**src/rtl/load_store_unit.sv**
```systemverilog
// Load/store stage: turns ALU address + rs2 data into one valid/ready bus access,
// stalling the core until the access completes, faults or times out.
`timescale 1ns/1ps
module load_store_unit #(
  parameter int unsigned TIMEOUT_CYCLES = 256
) (
  input  logic        clk,
  input  logic        rst_n,
  input  logic        mem_read,
  input  logic        mem_write,
  input  logic [2:0]  funct3,
  input  logic [63:0] ALU_result,
  input  logic [63:0] read_data_2,
  output logic        stall,
  output logic [63:0] load_data,
  output logic        misaligned,
  output logic        bus_error,
  output logic        bus_req_valid,
  input  logic        bus_req_ready,
  output logic        bus_req_we,
  output logic [63:0] bus_addr,
  output logic [63:0] bus_wdata,
  output logic [7:0]  bus_wstrb,
  input  logic        bus_rsp_valid,
  input  logic [63:0] bus_rdata
);

  localparam int unsigned XLEN   = 64;
  localparam int unsigned STRB_W = 8;
  localparam int unsigned CNT_W  = (TIMEOUT_CYCLES > 1) ? $clog2(TIMEOUT_CYCLES) : 1;
  localparam logic [CNT_W-1:0] CNT_LAST = CNT_W'(TIMEOUT_CYCLES - 1);

  typedef enum logic [1:0] {IDLE, REQ, WAIT, DONE} state_t;

  state_t            state;
  state_t            state_next;
  logic [CNT_W-1:0]  cnt;
  logic [2:0]        off_q;
  logic [2:0]        f3_q;

  logic              op_c;
  logic              illegal_c;
  logic              unaligned_c;
  logic              fault_c;
  logic              handshake_c;
  logic              timeout_c;
  logic              start_c;
  logic [STRB_W-1:0] strb_base_c;
  logic [STRB_W-1:0] strb_c;
  logic [XLEN-1:0]   wdata_c;
  logic [XLEN-1:0]   shifted_c;
  logic [XLEN-1:0]   load_ext_c;
  logic [XLEN-1:0]   load_data_d;
  logic              misaligned_d;
  logic              bus_error_d;

  assign op_c  = mem_read | mem_write;
  assign stall = op_c & (state != DONE);

  // Fault screening of the presented op (stores win over loads)
  always_comb begin
    illegal_c   = mem_write ? funct3[2] : (funct3 == 3'b111);
    unaligned_c = 1'b0;
    case (funct3[1:0])
      2'b01:   unaligned_c = ALU_result[0];
      2'b10:   unaligned_c = |ALU_result[1:0];
      2'b11:   unaligned_c = |ALU_result[2:0];
      default: unaligned_c = 1'b0;
    endcase
  end
  assign fault_c = illegal_c | unaligned_c;

  // Store lane placement
  always_comb begin
    case (funct3[1:0])
      2'b00:   strb_base_c = 8'h01;
      2'b01:   strb_base_c = 8'h03;
      2'b10:   strb_base_c = 8'h0F;
      default: strb_base_c = 8'hFF;
    endcase
  end
  assign strb_c  = strb_base_c << ALU_result[2:0];
  assign wdata_c = read_data_2 << {ALU_result[2:0], 3'b000};

  // Load lane extraction from the latched offset and size
  assign shifted_c = bus_rdata >> {off_q, 3'b000};
  always_comb begin
    case (f3_q)
      3'b000:  load_ext_c = {{56{shifted_c[7]}},  shifted_c[7:0]};
      3'b001:  load_ext_c = {{48{shifted_c[15]}}, shifted_c[15:0]};
      3'b010:  load_ext_c = {{32{shifted_c[31]}}, shifted_c[31:0]};
      3'b011:  load_ext_c = shifted_c;
      3'b100:  load_ext_c = {56'b0, shifted_c[7:0]};
      3'b101:  load_ext_c = {48'b0, shifted_c[15:0]};
      3'b110:  load_ext_c = {32'b0, shifted_c[31:0]};
      default: load_ext_c = '0;
    endcase
  end

  assign handshake_c = (state == REQ) & bus_req_valid & bus_req_ready;
  assign timeout_c   = ((state == REQ) | (state == WAIT)) & (cnt == CNT_LAST);

  always_ff @(posedge clk or negedge rst_n) begin
    if (!rst_n) state <= IDLE;
    else        state <= state_next;
  end

  // Next state; a late response still wins over the timeout in WAIT
  always_comb begin
    state_next = state;
    case (state)
      IDLE: if (op_c) state_next = fault_c ? DONE : REQ;
      REQ: begin
        if (timeout_c)        state_next = DONE;
        else if (handshake_c) state_next = WAIT;
      end
      WAIT: if (bus_rsp_valid || timeout_c) state_next = DONE;
      DONE: state_next = IDLE;
      default: state_next = IDLE;
    endcase
  end

  // Result values captured on entry to DONE; held otherwise
  always_comb begin
    load_data_d  = load_data;
    misaligned_d = misaligned;
    bus_error_d  = bus_error;
    start_c      = 1'b0;
    case (state)
      IDLE: begin
        if (op_c) begin
          if (fault_c) begin
            load_data_d  = '0;
            misaligned_d = 1'b1;
            bus_error_d  = 1'b0;
          end else begin
            start_c = 1'b1;
          end
        end
      end
      REQ: begin
        if (timeout_c) begin
          load_data_d  = '0;
          misaligned_d = 1'b0;
          bus_error_d  = 1'b1;
        end
      end
      WAIT: begin
        if (bus_rsp_valid) begin
          load_data_d  = bus_req_we ? '0 : load_ext_c;
          misaligned_d = 1'b0;
          bus_error_d  = 1'b0;
        end else if (timeout_c) begin
          load_data_d  = '0;
          misaligned_d = 1'b0;
          bus_error_d  = 1'b1;
        end
      end
      default: ;
    endcase
  end

  always_ff @(posedge clk or negedge rst_n) begin
    if (!rst_n) begin
      load_data     <= '0;
      misaligned    <= 1'b0;
      bus_error     <= 1'b0;
      bus_req_valid <= 1'b0;
      bus_req_we    <= 1'b0;
      bus_addr      <= '0;
      bus_wdata     <= '0;
      bus_wstrb     <= '0;
      off_q         <= '0;
      f3_q          <= '0;
      cnt           <= '0;
    end else begin
      load_data     <= load_data_d;
      misaligned    <= misaligned_d;
      bus_error     <= bus_error_d;
      bus_req_valid <= (state_next == REQ);
      if (start_c) begin
        bus_req_we <= mem_write;
        bus_addr   <= {ALU_result[63:3], 3'b000};
        bus_wdata  <= mem_write ? wdata_c : '0;
        bus_wstrb  <= mem_write ? strb_c : '0;
        off_q      <= ALU_result[2:0];
        f3_q       <= funct3;
        cnt        <= '0;
      end else if ((state == REQ) || (state == WAIT)) begin
        cnt <= cnt + CNT_W'(1);
      end
    end
  end

endmodule

```
**config.mk**
```make
export PLATFORM = sky130hd
export DESIGN_NAME = load_store_unit
export DESIGN_NICKNAME = d
export VERILOG_FILES = /design/src/rtl/load_store_unit.sv
export SDC_FILE = /design/constraint.sdc
export NUM_CORES = 1
export LEC_CHECK = 0
export CORE_AREA = 2 2 230 232
export DETAILED_ROUTE_END_ITERATION = 16
export DIE_AREA = 0 0 232 234
export PLACE_DENSITY = 0.56
export SLEW_MARGIN = 20
export SYNTH_ARGS = -nofsm -noshare
export SYNTH_HDL_FRONTEND = slang
export SYNTH_SLANG_ARGS = --single-unit
```
**constraint.sdc**
```tcl
create_clock -name clk -period 7.7 [get_ports clk]
set_clock_uncertainty 0.2 [all_clocks]
set_input_delay 0.77 -clock clk [delete_from_list [all_inputs] [get_ports clk]]
set_output_delay 0.77 -clock clk [all_outputs]
set_load 0.005 [all_outputs]
```
==> impl_metrics.env <==
export IMPL_worst_slew_pin_slew_ns=1.08
export IMPL_crit_required_ns=7.98
export IMPL_viasPerCell=4.99
export IMPL_p_leak_nw=7.47
export IMPL_power_share_sequential_pct=29.6
export IMPL_fin_cells=2375
export IMPL_fp_coreArea_um2=52000
export IMPL_ys_async_sr_fraction_pct=100
export IMPL_cts_buffer_depth=3
export IMPL_io_buffers=402
export IMPL_cts_clk_slew_worst_paths_ns=0.06
export IMPL_max_cap_viol_count=0
export IMPL_drtAntennaViolNets=0
export IMPL_r2r_cells=8
export IMPL_dp_cells=2326
export IMPL_dieArea_um2=54300
export IMPL_area_growth_pct=41.6
export IMPL_cts_setup_buffers=0
export IMPL_root_buffer="clkbuf_16"
export IMPL_netlist_area_um2=12800
export IMPL_critPathLaunchType="input pin"
export IMPL_peakVddDrop_mv=0.231
export IMPL_yosys_area_top_type="dfrtp_1"
export IMPL_p_clk_share_pct=19.3
export IMPL_critPathKind="in -> reg"
export IMPL_reg2reg_slack_ns=4.26
export IMPL_num_rows=84
export IMPL_cpPeakStageDelay_ns=0.79
export IMPL_synth_seq_area_share_pct=42.5
export IMPL_drive_gt1_share_pct=9.25
export IMPL_crit_path_cell_trace="buf_4 > buf_4 > nor2_2 > o221a_1 > nand2_4 > buf_4 > a22o_1"
export IMPL_grt_first_pass_wirelength_mm=74.7
export IMPL_dpl_cell_area_um2=17200
export IMPL_timing_rr_start="state[0]"
export IMPL_yosysWarningCount=0
export IMPL_numCtsBuffers=27
export IMPL_synth_cell_type_count=72
export IMPL_start_util_pct=24.6
export IMPL_setup_slack_ns=3.95
export IMPL_outcome="finished, final reports clean"
export IMPL_drt_initial_drc_count=835
export IMPL_setup_violations=0
export IMPL_via_count=11900
export IMPL_p_sw_share_pct=41.1
export IMPL_pwr_share_comb_pct=51.1
export IMPL_cp_common_cell="buf_4"
export IMPL_finalWeightedCongestion=0.883
export IMPL_fin_nets=1875
export IMPL_internal_power_mw=3.84
export IMPL_synth_edf_count=0
export IMPL_hold_viol=0
export IMPL_dp_slack_ns=3.35
export IMPL_first_global_vias=11900
export IMPL_rsz0062_at_grt="no"
export IMPL_place_hpwl_mm=37.0
export IMPL_slew_headroom_pct=27.5
export IMPL_power_switching_mw=2.67
export IMPL_fmax_mhz=267
export IMPL_design_area_um2=18100
export IMPL_synth_top_area_share_pct=42.5
export IMPL_routed_wl_mm=50.2
export IMPL_cts_sinks=217
export IMPL_first_pass_iters=5
export IMPL_postSynthAreaPerCell_um2=9.58
export IMPL_cp_arrival_ns=4.03
export IMPL_cp_startpoint="ALU_result[0]"
export IMPL_antenna_found_initial=2
export IMPL_cp_max_fo=90
export IMPL_critPathCaptureType="flop"
export IMPL_fin_setup_tns_ns=0
export IMPL_ys_ff_latch=217
export IMPL_powerDensity_nw_per_um2=359
export IMPL_cts_tree="yes"
export IMPL_grt_max_degree=113
export IMPL_finalMaxSlewViolations=0
export IMPL_drc=0
export IMPL_synth_cells=1335
export IMPL_cpMaxStageDelayCell="buf_4"
export IMPL_post_cts_resize_count=0
export IMPL_yosys_top_cells_count="294 x nand2_1, 217 x dfrtp_1, 117 x a21oi_1"
export IMPL_grt_use_total_pct=17.9
export IMPL_floorplan_die_width_um=232
export IMPL_postCtsHoldBufs=0
export IMPL_post_route_period_util_pct=48.7
export IMPL_fp_dieH_um=234
export IMPL_wl_per_cell_um=21.1
export IMPL_power_mw=6.51
export IMPL_fin_crit_ns=3.75
export IMPL_ioPinCount=406
export IMPL_synth_area_leaders="dfrtp_1 42%, nand2_1 8.6%, mux2i_1 8.0%, mux4_2 5.8%, a21oi_1 4.6%"
export IMPL_yosysMostFrequentCell="nand2_1"
export IMPL_clkLatencyLatePin_ns=0.55
export IMPL_htreeDepth=1
export IMPL_grt_overflow_total=0
export IMPL_cp_endpoint="bus_wdata[1]"
export IMPL_synth_ff_type="dfrtp_1"
export IMPL_min_delay_path_class="in -> async"
export IMPL_r2r_end="load_data[16]"
==> per-stage QoR <==
step	utilization, %	hold slack, ns
3_5_place_dp	33.1	0.264
2_1_floorplan	-	0.270
6_report	34.8	0.0663
3_3_place_gp	33.1	0.258
4_1_cts	34.8	0.130
5_1_grt	34.8	0.126
==> critical path: cells and delay by family <==
kind | cells | cell delay, ns
AOI/OAI and AO/OA | 2 | 0.71
and+or+nand+nor | 2 | 0.74
buffers and inverters | 3 | 1.63
==> kinds of logic (layout without fill, tap and decap cells) <==
group	count (synthesis)	in the layout	synth area share, %
AOI/OAI and AO/OA	408	408	21.7
xor gates and xnor gates	7	7	0.480
adders and majority gates	7	7	0.685
buffers and inverters	136	485	5.16
DFF	217	217	42.5
muxes	153	153	15.4
other	1	4	0.0293
and+or+nand+nor	406	406	14.1
==> how the worst min path moves through the flow <==
stage | to | cells after the start | slack, ns | start
CTS | load_data[45] | 1 | 0.13 | rst_n
floorplan | bus_addr[10] | 0 | 0.27 | rst_n
finish | load_data[0] | 1 | 0.07 | rst_n
detailed placement | bus_addr[43] | 2 | 0.26 | bus_addr[43]
global route | load_data[0] | 1 | 0.13 | rst_n
global placement | bus_addr[52] | 2 | 0.26 | bus_addr[52]
==> state kept, by name, summed over array words and instances, names as in the netlist, 2 cells and up <==
name,cells
f3_q,3
state,2
bus_wstrb,8
cnt,8
bus_wdata,64
off_q,3
load_data,64
bus_addr,61
==> per-layer routing <==
layer | up-vias | wire, um | track usage (%)
li1 | 5492 | - | -
met1 | 5749 | 20100 | 22.3
met2 | 536 | 23300 | 29.1
met3 | 83 | 4720 | 5.37
met4 | 2 | 2060 | 7.13
met5 | - | 13 | 0
==> power by group through the flow <==
stage / Clock, mW / Combinational (mW) / Sequential, mW
2_1_floorplan: 0 / 1.92 / 1.83
3_3_place_gp: 0 / 3.29 / 1.94
3_5_place_dp: 0 / 3.33 / 1.93
4_1_cts: 1.30 / 3.34 / 1.94
5_1_grt: 1.34 / 3.63 / 1.99
6_report: 1.26 / 3.32 / 1.93
==> area by class of cell <==
type                    count  area, um^2
clock inverters             8        67.6
repair buffers            419        4140
flip-flops and latches    217        5430
fillers                  5217       33900
multi-input cells         984        6730
well taps                 688         861
inverters                  18        67.6
clock buffers              40         795
diodes                      1        2.50
==> layout by cell type, fill, tap and decap left out, types with 27 or more instances in the layout <==
| cell | n |
|---|---|
| o22ai_1 | 28 |
| clkdlybuf4s50_1 | 398 |
| a21oi_1 | 116 |
| o21ai_0 | 73 |
| a22o_1 | 40 |
| clkbuf_16 | 27 |
| nor2_1 | 47 |
| a211oi_1 | 51 |
| mux2i_1 | 102 |
| mux4_2 | 33 |
| nand2_1 | 293 |
| dfrtp_1 | 215 |
Note: power is estimated with default switching activity, not from simulation.
